`src/rtl/add_pkg.sv`:
```
// Shared types and constants for the byte-serial adder.
package add_pkg;

    localparam int unsigned BYTE_W     = 8;
    localparam int unsigned NBYTES_DEF = 4;

    typedef enum logic [1:0] {
        IDLE = 2'd0,
        RUN  = 2'd1,
        DONE = 2'd2
    } ser_state_t;

endpackage

```
`src/rtl/RCA_8.sv`:
```
// 8-bit ripple-carry slice adder.
module RCA_8 (
    input  logic [7:0] a,
    input  logic [7:0] b,
    input  logic       cin,
    output logic [7:0] sum,
    output logic       cout
);

    logic [8:0] carry;

    // Full-adder chain from bit 0 upward.
    always_comb begin
        carry    = '0;
        sum      = '0;
        carry[0] = cin;
        for (int i = 0; i < 8; i++) begin
            sum[i]       = a[i] ^ b[i] ^ carry[i];
            carry[i + 1] = (a[i] & b[i]) | (carry[i] & (a[i] ^ b[i]));
        end
        cout = carry[8];
    end

endmodule

```
`src/rtl/byte_serial_add32.sv`:
```
// Byte-serial adder: streams operands LSB-byte first through one 8-bit slice.
module byte_serial_add32
    import add_pkg::*;
#(
    parameter int unsigned NBYTES = NBYTES_DEF
) (
    input  logic                     clk,
    input  logic                     rst_n,
    input  logic                     in_valid,
    output logic                     in_ready,
    input  logic [BYTE_W*NBYTES-1:0] a,
    input  logic [BYTE_W*NBYTES-1:0] b,
    input  logic                     cin,
    output logic                     out_valid,
    input  logic                     out_ready,
    output logic [BYTE_W*NBYTES-1:0] sum,
    output logic                     cout,
    output logic                     overflow
);

    localparam int unsigned DATA_W = BYTE_W * NBYTES;
    localparam int unsigned IDX_W  = (NBYTES > 1) ? $clog2(NBYTES) : 1;

    ser_state_t          state_q;
    logic [IDX_W-1:0]    idx_q;
    logic [DATA_W-1:0]   a_q;
    logic [DATA_W-1:0]   b_q;
    logic                carry_q;
    logic [DATA_W-1:0]   sum_q;
    logic                cout_q;
    logic                overflow_q;
    logic                in_ready_q;
    logic                out_valid_q;

    logic [BYTE_W-1:0]   slice_a;
    logic [BYTE_W-1:0]   slice_b;
    logic [BYTE_W-1:0]   slice_sum;
    logic                slice_cout;
    logic                last_byte;

    // Byte mux selecting the current operand slice.
    always_comb begin
        slice_a   = a_q[BYTE_W*idx_q +: BYTE_W];
        slice_b   = b_q[BYTE_W*idx_q +: BYTE_W];
        last_byte = (idx_q == IDX_W'(NBYTES - 1));
    end

    RCA_8 u_slice (
        .a    (slice_a),
        .b    (slice_b),
        .cin  (carry_q),
        .sum  (slice_sum),
        .cout (slice_cout)
    );

    // Control FSM with operand, carry and result registers.
    always_ff @(posedge clk or negedge rst_n) begin
        if (!rst_n) begin
            state_q     <= IDLE;
            idx_q       <= '0;
            a_q         <= '0;
            b_q         <= '0;
            carry_q     <= 1'b0;
            sum_q       <= '0;
            cout_q      <= 1'b0;
            overflow_q  <= 1'b0;
            in_ready_q  <= 1'b1;
            out_valid_q <= 1'b0;
        end else begin
            case (state_q)
                IDLE: begin
                    if (in_valid && in_ready_q) begin
                        a_q        <= a;
                        b_q        <= b;
                        carry_q    <= cin;
                        idx_q      <= '0;
                        in_ready_q <= 1'b0;
                        state_q    <= RUN;
                    end
                end
                RUN: begin
                    sum_q[BYTE_W*idx_q +: BYTE_W] <= slice_sum;
                    carry_q <= slice_cout;
                    if (last_byte) begin
                        cout_q      <= slice_cout;
                        overflow_q  <= (a_q[DATA_W-1] == b_q[DATA_W-1]) &&
                                       (slice_sum[BYTE_W-1] != a_q[DATA_W-1]);
                        out_valid_q <= 1'b1;
                        state_q     <= DONE;
                    end else begin
                        idx_q <= idx_q + IDX_W'(1);
                    end
                end
                DONE: begin
                    if (out_ready) begin
                        out_valid_q <= 1'b0;
                        in_ready_q  <= 1'b1;
                        state_q     <= IDLE;
                    end
                end
                default: begin
                    out_valid_q <= 1'b0;
                    in_ready_q  <= 1'b1;
                    state_q     <= IDLE;
                end
            endcase
        end
    end

    assign in_ready  = in_ready_q;
    assign out_valid = out_valid_q;
    assign sum       = sum_q;
    assign cout      = cout_q;
    assign overflow  = overflow_q;

endmodule

```
`config.mk`:
```
export PLATFORM = sky130hd
export DESIGN_NAME = byte_serial_add32
export DESIGN_NICKNAME = d
export VERILOG_FILES = /design/src/rtl/add_pkg.sv /design/src/rtl/RCA_8.sv /design/src/rtl/byte_serial_add32.sv
export SDC_FILE = /design/constraint.sdc
export NUM_CORES = 1
export LEC_CHECK = 0
export BUFFER_PORTS_ARGS = -buffer_cell sky130_fd_sc_hd__buf_2
export CAP_MARGIN = 15
export CORE_MARGIN = 2
export CORE_UTILIZATION = 49
export DETAILED_ROUTE_END_ITERATION = 10
export GPL_TIMING_DRIVEN = 0
export PLACE_DENSITY = 0.76
export REMOVE_ABC_BUFFERS = 1
export SETUP_SLACK_MARGIN = 0.2
export SLEW_MARGIN = 40
export SYNTH_ARGS = -nofsm -noshare
export SYNTH_HDL_FRONTEND = slang
export SYNTH_SLANG_ARGS = --single-unit
```
`constraint.sdc`:
```
create_clock -name clk -period 3.94 [get_ports clk]
set_clock_uncertainty 0.1 [all_clocks]
set_input_delay 0 -clock clk [delete_from_list [all_inputs] [get_ports clk]]
set_output_delay 0 -clock clk [all_outputs]
set_load 0.05 [all_outputs]
```
==> results.cfg, run 1 <==
[status]
outcome = complete, but fails checks
violations = negative setup slack

[timing]
finalSetupViolCount = 7
min_period_ns = 4.269
drv_slew = 0
fin_tns_setup_ns = -1.369
grt_setup_unrepaired = true
fmax_mhz = 234.3
finalHoldViolations = 0
finalCritPeriodShare_pct = 108.3
tightest_slew_ns = 0.6764
max_slew_margin_pct = 54.49
setup_slack_ns = -0.3285

[cts]
clk_latency_ns = 0.36
htree_levels = 3
path_clk_slew_ns = 0.10
cts_buffer_depth = 2
cts_tree = built
numCtsBuffers = 9
cts.sinks = 105
root_buffer = clkbuf_8

[global_routing]
grt_pass1_vias = 3352
grt_max_degree = 60
grt-ovfl-total = 0
antenna_found_initial = 0
grt_pass1_wl_mm = 16.83
gr-usage-all-layers_pct = 21.36

[placed_design]
placed_area_um2 = 5441
io_buffer_count = 104
place_hpwl_mm = 6.942
gp_congestion = 0.8066
post-place-ws_ns = -0.9609

[route]
ant_nets = 0
drt_pass1_iterations = 4
drtIter0Drc = 80
drt_wl_total_mm = 10.70
drc = 0
dr_total_vias = 3203
via_per_inst = 5.217
wire_per_inst_um = 17.43

[synth]
synthXorXnorAreaFrac_pct = 0
synth_top_family_by_area = multiplexers
synth.avg_cell_area_um2 = 15.95
synth.cell_area_um2 = 4770
synth-seq-area-share_pct = 55.12
yosys_warnings = 0
synth.area.mux_share_pct = 25.66
synth_ff_type = dfrtp_1
synth_compound_area_share_pct = 6.978
synthAdderAreaFrac_pct = 4.932
synth-simple-area-share_pct = 3.489
synth_edf_count = 0
synthDistinctLibCells = 37
synth.ff_latch_count = 105
synthTopCellsByArea = dfrtp_1 55%, mux2_4 9.1%, mux2_2 9.0%
synth_top_area_share_pct = 54.56
async_reset_ff_share_pct = 100.0
synthCells = 299
yosys.area.top_type = dfrtp_1

[worst_setup_path]
arrival_ns = 4.43
crit_type = flip-flop to flip-flop
crit_path_start_kind = flip-flop
critical_path.max_fanout = 3
worst_r2r_path_depth = 17
cp-end-kind = flip-flop
worstPathRequired_ns = 4.10

[cells_and_area]
drive_gt1_share_pct = 47.40
nets = 560
area_growth_syn_to_layout_pct = 33.84
fill_cells = 692
diodes = 0
final_cell_mix = 103 x buf_2, 102 x dfrtp_1, 68 x dlygate4sd3_1
final_common_cell = buf_2
multi_input_area_um2 = 1982
regArea_um2 = 2636
design_area_um2 = 6384

[die]
core_um2 = 9594
row_count = 36
die_area_um2 = 10540
fp.dieH_um = 102.7
initial_core_util_pct = 49.71
io_pins = 105
die_x_um = 102.7

[job]
cap_violations = 0

[pwr]
leakagePower_nw = 3.056
ir_drop_mv = 0.4243
power.density_nw_per_um2 = 823.6

[min_path]
hold_class = primary input to async pin
cell families after synthesis:
group | count (synthesis)
flip-flops | 105
multiplexers | 83
AO/OA/AOI/OAI | 40
buffers and inverters | 29
AND/OR/NAND/NOR | 28
adder cells (fa/ha/maj) | 14
routing by layer:
| layer | global-route usage (%) | vias to the layer above | share of wire (%) |
|---|---|---|---|
| li1 | - | 1460 | - |
| met1 | 28.03 | 1636 | 42 |
| met2 | 36.40 | 89 | 52 |
| met3 | 2.644 | 18 | 3.9 |
| met4 | 8.513 | 0 | 2.2 |
| met5 | 0 | - | 0 |
layout make-up:
type / count / share of cell area, %
clock buffer: 11 / 2.215
clock inverter: 4 / 0.8428
sequential: 105 / 41.30
inverter: 16 / 0.9408
tap: 133 / 2.607
timing repair buffer: 180 / 21.05
multi-input combinational: 165 / 31.05
power breakdown:
group | total [W] | switching (W) | internal (W)
clock | 0.000670 | 0.000360 | 0.000310
sequential | 0.00187 | 0.000317 | 0.00155
combinational | 0.00272 | 0.00143 | 0.00128
total | 0.00526 | 0.00211 | 0.00315
cell usage after synthesis, types with 2 or more instances:
cell	instances
nand2_1	9
dfrtp_1	104
ha_1	6
mux4_2	16
nand2b_1	2
fa_1	8
o2bb2ai_1	16
buf_12	3
inv_1	16
o21ai_0	2
buf_4	3
mux2_2	38
nor2_1	4
mux2_4	29
a21oi_1	2
a22o_1	16
buf_2	5
flip-flops by register name (all words and copies together), names as in the netlist:
register	cells
a_q	32
b_q	32
carry_q	1
cout	1
idx_q	2
in_ready	1
out_valid	1
overflow	1
state_q	2
sum	32
worst max-delay path, stage by stage, from the launching register on:
cell and delay [ns]:
dfrtp_4 0.51, buf_16 0.15, mux4_2 0.34, inv_2 0.04
fa_2 0.35, fa_2 0.35, inv_2 0.07, fa_2 0.19
fa_2 0.20, inv_2 0.04, fa_2 0.33, fa_2 0.35
inv_2 0.06, fa_2 0.21, fa_2 0.47, nand2b_1 0.09
o22ai_1 0.07, mux2_2 0.26
path summary, 6_finish.rpt:
kind	start	end	slack, ns
setup / recovery	idx_q[0]$_DFFE_PN0P_	overflow$_DFFE_PN0P_	-0.33
hold / removal	rst_n	state_q[1]$_DFFE_PN0P_	0.02
setup reg to reg	idx_q[0]$_DFFE_PN0P_	overflow$_DFFE_PN0P_	-0.33
hold reg to reg	sum[17]$_DFFE_PN0P_	sum[17]$_DFFE_PN0P_	0.40
max in group asynchronous	rst_n	a_q[18]$_DFFE_PN0P_	3.12
min in group clk	out_ready	state_q[1]$_DFFE_PN0P_	0.28
what timing repair did:
action,4_1_cts,5_1_grt
buffers inserted,4,0
endpoints found under the hold margin,173,0
gates resized for setup,17,2
setup endpoints to repair,15,11
hold buffers,68,0
pin swaps,11,3
through the flow:
step | hold slack [ns] | cells | util (%) | total power (W)
2_1_floorplan | -0.3956 | 286 | - | 0.003609
5_1_grt | 0.04949 | 614 | 66.54 | 0.005550
4_1_cts | 0.02054 | 614 | 66.50 | 0.005275
6_report | 0.01643 | 614 | 66.54 | 0.005258
3_3_place_gp | 0.1035 | 523 | 55.59 | 0.004245
3_5_place_dp | -0.1724 | 527 | 56.72 | 0.004375
Power figures use the tool's default switching activity.
==> run 2, diff against run 1 <==
--- a/config.mk
+++ b/config.mk
@@ -11,10 +11,11 @@
 export CORE_UTILIZATION = 49
 export DETAILED_ROUTE_END_ITERATION = 10
 export GPL_TIMING_DRIVEN = 0
-export PLACE_DENSITY = 0.76
+export PLACE_DENSITY_LB_ADDON = 0.2
 export REMOVE_ABC_BUFFERS = 1
 export SETUP_SLACK_MARGIN = 0.2
 export SLEW_MARGIN = 40
 export SYNTH_ARGS = -nofsm -noshare
 export SYNTH_HDL_FRONTEND = slang
 export SYNTH_SLANG_ARGS = --single-unit
+export TNS_END_PERCENT = 10
==> run 2 against run 1 <==
The run still ends with negative setup slack left. Sequential cell count unchanged. Maximum frequency is 3.5% higher. Clock power up 3%. Via count grew 0.53%. First-iteration DRC count rose by 30%. Register-to-register slack gained 0.14 ns. Critical path type unchanged. Largest cell class unchanged. Highest routed layer unchanged.
==> results.cfg, run 2 (synthesized netlist as in run 1, its figures left out) <==
[cells_and_area]
diodes = 0
design_area_um2 = 6396
area_growth_syn_to_layout_pct = 34.10
drive_gt1_share_pct = 47.12
post-route-util_pct = 66.67
final_cell_mix = 103 x buf_2, 102 x dfrtp_1, 70 x dlygate4sd3_1
nets = 564
final_common_cell = buf_2

[status]
violations = negative setup slack
outcome = complete, but fails checks

[die]
fp.dieH_um = 102.7
die_x_um = 102.7
row_count = 36
core_um2 = 9594
io_pins = 105
die_area_um2 = 10540
initial_core_util_pct = 49.71

[timing]
min_period_ns = 4.124
setup_slack_ns = -0.1838
grt_setup_unrepaired = true
drv_slew = 0
fmax_mhz = 242.5
tightest_slew_ns = 0.6931
finalCritPeriodShare_pct = 104.7
finalSetupViolCount = 5
max_slew_margin_pct = 53.37
hold_slack_ns = 0.2881
finalHoldViolations = 0

[pwr]
combPwrFrac_pct = 51.1
p_int_w = 0.003130
clkPwrFrac_pct = 13.3
power.density_nw_per_um2 = 811.1
ir_drop_mv = 0.3691
sw_frac_of_total_pct = 39.67
pwr-share-seq_pct = 35.6
switching_power_w = 0.002058
leakagePower_nw = 3.067

[cts]
htree_levels = 3
cts.sinks = 105
clk_latency_ns = 0.37
cts_buffer_depth = 2
path_clk_slew_ns = 0.11
numCtsBuffers = 9
root_buffer = clkbuf_8
cts_tree = built

[worst_setup_path]
worst-path-buf-inv = 4
regToRegEndpoint = overflow$_DFFE_PN0P_
rrSetupSlack_ns = -0.18
endpoint = overflow$_DFFE_PN0P_
cpLargestDelayFamily = adder cells
cp_slowest_stage_delay_ns = 0.52
startpoint = idx_q[0]$_DFFE_PN0P_
crit_path_start_kind = flip-flop
cp.depth = 16
crit_slowest_cell = dfrtp_4
critical_path.max_fanout = 3
crit_top_cell = fa_2
arrival_ns = 4.28
r2r_start = idx_q[0]$_DFFE_PN0P_
worstPathRequired_ns = 4.09
worst_r2r_path_depth = 16
cp_cell_sequence = mux4_2 -> inv_2 -> fa_2 -> fa_2 -> inv_2 -> fa_2 -> fa_2 -> inv_2 -> fa_2 -> fa_2 -> inv_2 -> fa_2 -> fa_2 -> nand2b_1 -> o22ai_1 -> mux2_2
crit_type = flip-flop to flip-flop
cp-end-kind = flip-flop

[placed_design]
io_buffer_count = 104
placed_area_um2 = 5414
post-place-ws_ns = -0.9956
place_hpwl_mm = 6.743
gp_congestion = 0.8365

[route]
drc = 0
wire_per_inst_um = 16.79
drt_pass1_iterations = 4
dr_total_vias = 3220
ant_nets = 0
via_per_inst = 5.202
drtIter0Drc = 104
drt_wl_total_mm = 10.39

[global_routing]
antenna_found_initial = 0
gr-usage-all-layers_pct = 21.09
grt_pass1_vias = 3326
grt_pass1_wl_mm = 16.79
grt-ovfl-total = 0
grt_max_degree = 68

[job]
cap_violations = 0

[min_path]
hold_class = primary input to flip-flop
==> run 2: changes by cell type in the layout (fill, tap and decap cells not counted) <==
cell           previous run  this run
mux2_4                   30        29
clkbuf_8                 10        11
buf_4                     2         6
buf_16                    2         1
clkinvlp_4                2         1
buf_6                     2         1
mux2_2                   37        38
dlygate4sd3_1            68        70
clkbuf_1                  1         3
clkinv_4                  1         0
==> run 2: cell type report <==
class,instances,area (µm²)
Clock inverter,2,37.54
Multi-Input combinational cell,165,1978
Clock buffer,14,162.7
Timing Repair Buffer,184,1355
Sequential cell,105,2636
Tap cell,133,166.4
Fill cell,712,3198
Inverter,16,60.06
==> run 2: stage by stage <==
stage          instances  setup TNS, ns  power, W
2_1_floorplan        286         -5.016  0.003609
3_3_place_gp         523         -14.71  0.004240
3_5_place_dp         526         -7.211  0.004310
4_1_cts              619         -1.408  0.005211
5_1_grt              619         -1.469  0.005521
6_report             619        -0.7088  0.005188
==> run 2: routing by layer <==
metal	share of wire, %	global-route usage, %	wire length [µm]	vias to the layer above
li1	-	-	-	1466
met1	46	28.78	4749	1657
met2	49	34.34	5081	83
met5	0	0	0	-
met3	3.7	3.593	384	14
met4	1.7	7.692	178	0
==> run 2: worst min path at each step <==
stage | from | end | slack [ns] | cells after the start
global placement | out_ready | state_q[1]$_DFFE_PN0P_ | 0.11 | 2
finish | out_ready | state_q[1]$_DFFE_PN0P_ | 0.29 | 3
CTS | out_ready | state_q[1]$_DFFE_PN0P_ | 0.25 | 3
detailed placement | rst_n | sum[15]$_DFFE_PN0P_ | -0.20 | 1
floorplan | rst_n | a_q[0]$_DFFE_PN0P_ | -0.40 | 0
global route | a[31] | a_q[31]$_DFFE_PN0P_ | 0.28 | 3
==> run 2: timing repair <==
item	CTS	global route
hold buffers	70	0
endpoints found under the hold margin	173	0
buffers inserted	7	0
resized for setup	11	5
pin swaps	4	7
endpoints found under the setup margin	15	11
gates cloned	0	0
==> run 2: power groups by stage <==
stage | Clock [W] | Sequential, W | Combinational [W]
2_1_floorplan | 0 | 0.00226 | 0.00135
3_3_place_gp | 0 | 0.00192 | 0.00232
3_5_place_dp | 0 | 0.00194 | 0.00237
4_1_cts | 0.000701 | 0.00185 | 0.00266
5_1_grt | 0.000748 | 0.00191 | 0.00286
6_report | 0.000689 | 0.00185 | 0.00265
==> run 2: worst min-delay path, cell delays in order <==
cell           delay, ns
dlygate4sd3_1       0.53
buf_2               0.13
o31ai_1             0.06
==> run 3, diff against run 2 <==
--- a/config.mk
+++ b/config.mk
@@ -9,6 +9,7 @@
 export CAP_MARGIN = 15
 export CORE_MARGIN = 2
 export CORE_UTILIZATION = 49
+export CTS_CLUSTER_DIAMETER = 50
 export DETAILED_ROUTE_END_ITERATION = 10
 export GPL_TIMING_DRIVEN = 0
 export PLACE_DENSITY_LB_ADDON = 0.2
@@ -18,4 +19,3 @@
 export SYNTH_ARGS = -nofsm -noshare
 export SYNTH_HDL_FRONTEND = slang
 export SYNTH_SLANG_ARGS = --single-unit
-export TNS_END_PERCENT = 10
==> run 3 against run 2 <==
The flow still finishes with violations (negative setup slack). Count of clock-buffer cells in the layout did not move. Worst hold slack worse by 0.0011 ns. First-iteration DRC count increased by 8.7%. Final cell count unchanged. Sequential share of layout area about the same. Worst setup slack better by 0.0042 ns. Clock power about the same. Final area about the same. Largest cell class unchanged. Largest power group unchanged.
==> results.cfg, run 3 (synthesized netlist as in run 1, its figures left out) <==
[placed_design]
place_hpwl_mm = 6.743
gp_congestion = 0.8365
io_buffer_count = 104
placed_area_um2 = 5414

[cells_and_area]
final_common_cell = buf_2
multi_input_area_um2 = 1978
final_cell_mix = 103 x buf_2, 102 x dfrtp_1, 70 x dlygate4sd3_1
drive_gt1_share_pct = 47.12
regArea_um2 = 2636
diodes = 0
area_growth_syn_to_layout_pct = 34.18
nets = 564
fill_cells = 713
design_area_um2 = 6400

[route]
drt_pass1_iterations = 4
wire_per_inst_um = 16.79
drtIter0Drc = 113
drt_wl_total_mm = 10.40
dr_total_vias = 3204
via_per_inst = 5.176
drc = 0
ant_nets = 0

[global_routing]
grtUsageMet1_pct = 28.73
use_met3_pct = 3.593
grt_pass1_vias = 3327
grt-ovfl-total = 0
busiest_layer = met2
grt_max_degree = 68
grt_use_met2_pct = 34.34
antenna_found_initial = 0
grt_pass1_wl_mm = 16.78
gr-usage-all-layers_pct = 21.08

[die]
core_um2 = 9594
row_count = 36
die_area_um2 = 10540
die_x_um = 102.7
io_pins = 105
fp.dieH_um = 102.7
initial_core_util_pct = 49.71

[worst_setup_path]
arrival_ns = 4.27
crit_top_cell = fa_2
critical_path.max_fanout = 3
crit_type = flip-flop to flip-flop
crit_path_start_kind = flip-flop
cp-end-kind = flip-flop
worstPathRequired_ns = 4.10
cp_slowest_stage_delay_ns = 0.52
crit_slowest_cell = dfrtp_4
cp_cell_sequence = mux4_2 -> inv_2 -> fa_2 -> fa_2 -> inv_2 -> fa_2 -> fa_2 -> inv_2 -> fa_2 -> fa_2 -> inv_2 -> fa_2 -> fa_2 -> nand2b_1 -> o22ai_1 -> mux2_2

[timing]
fin_tns_setup_ns = -0.5210
setup_slack_ns = -0.1795
finalCritPeriodShare_pct = 104.6
finalHoldViolations = 0
finalSetupViolCount = 5
fmax_mhz = 242.7
drv_slew = 0
grt_setup_unrepaired = true
min_period_ns = 4.120
tightest_slew_ns = 0.6574
max_slew_margin_pct = 55.77

[pwr]
power.density_nw_per_um2 = 815.8
total_power_w = 0.005221
leakagePower_nw = 3.068
ir_drop_mv = 0.3679

[cts]
path_clk_slew_ns = 0.10
clk_latency_ns = 0.37
cts_buffer_depth = 2
cts.sinks = 105
root_buffer = clkbuf_8
htree_levels = 3
cts_tree = built
numCtsBuffers = 9

[status]
outcome = complete, but fails checks
violations = negative setup slack

[min_path]
hold_class = primary input to flip-flop

[job]
cap_violations = 0
## run 3: cell type report
| class | count | share of cell area (%) |
|---|---|---|
| clock buffer | 14 | 2.542 |
| clock inverter | 2 | 0.5865 |
| inverter | 16 | 0.9384 |
| multi-input combinational | 165 | 30.91 |
| sequential | 105 | 41.19 |
| tap | 133 | 2.600 |
| timing repair buffer | 184 | 21.23 |
## run 3: through the flow
stage               std cells  hold WS, ns  utilization (%)  setup WS (ns)
floorplan                 286      -0.3956                -        -0.7422
global placement          523       0.1068            55.59         -1.449
detailed placement        526      -0.2009            56.43        -0.9956
CTS                       619       0.2513            66.71        -0.2822
global route              619       0.2754            66.71        -0.3055
finish                    619       0.2870            66.71        -0.1795
## run 3: path summary, 6_finish.rpt
kind,end,start,cells past startpoint,slack (ns)
max in group asynchronous,sum[24]$_DFFE_PN0P_,rst_n,4,2.05
min in group asynchronous,sum[15]$_DFFE_PN0P_,rst_n,3,0.51
setup / recovery,overflow$_DFFE_PN0P_,idx_q[0]$_DFFE_PN0P_,16,-0.18
hold / removal,state_q[1]$_DFFE_PN0P_,out_ready,3,0.29
setup reg to reg,overflow$_DFFE_PN0P_,idx_q[0]$_DFFE_PN0P_,16,-0.18
hold reg to reg,sum[25]$_DFFE_PN0P_,sum[25]$_DFFE_PN0P_,1,0.39
## run 3: worst max-delay path: cells and delay by family, from the launching register on
family | cells | cell delay (ns)
fa+ha+maj | 8 | 2.43
mux | 2 | 0.61
flops | 1 | 0.52
compound gates | 1 | 0.07
buf+inv | 4 | 0.20
simple gates | 1 | 0.09
## run 3: what timing repair did
action | in CTS | in global routing
resized for setup | 16 | 1
hold endpoints to repair | 173 | 0
pin swaps | 10 | 3
setup buffers | 7 | 0
cloned | 0 | 0
setup endpoints to repair | 15 | 11
hold buffers | 70 | 0
## run 3: layer usage
metal  up-vias  routed length, µm
met3        14                416
met1      1644               4723
met4         0                174
met2        81               5081
met5         -                  0
li1       1465                  -
## run 3: where the power goes
group / total [W] / leakage, nW / internal (W) / switching, W
combinational: 0.00269 / 1.60 / 0.00127 / 0.00142
clock: 0.000686 / 0.0969 / 0.000330 / 0.000356
sequential: 0.00185 / 1.37 / 0.00155 / 0.000296
total: 0.00522 / 3.07 / 0.00315 / 0.00207
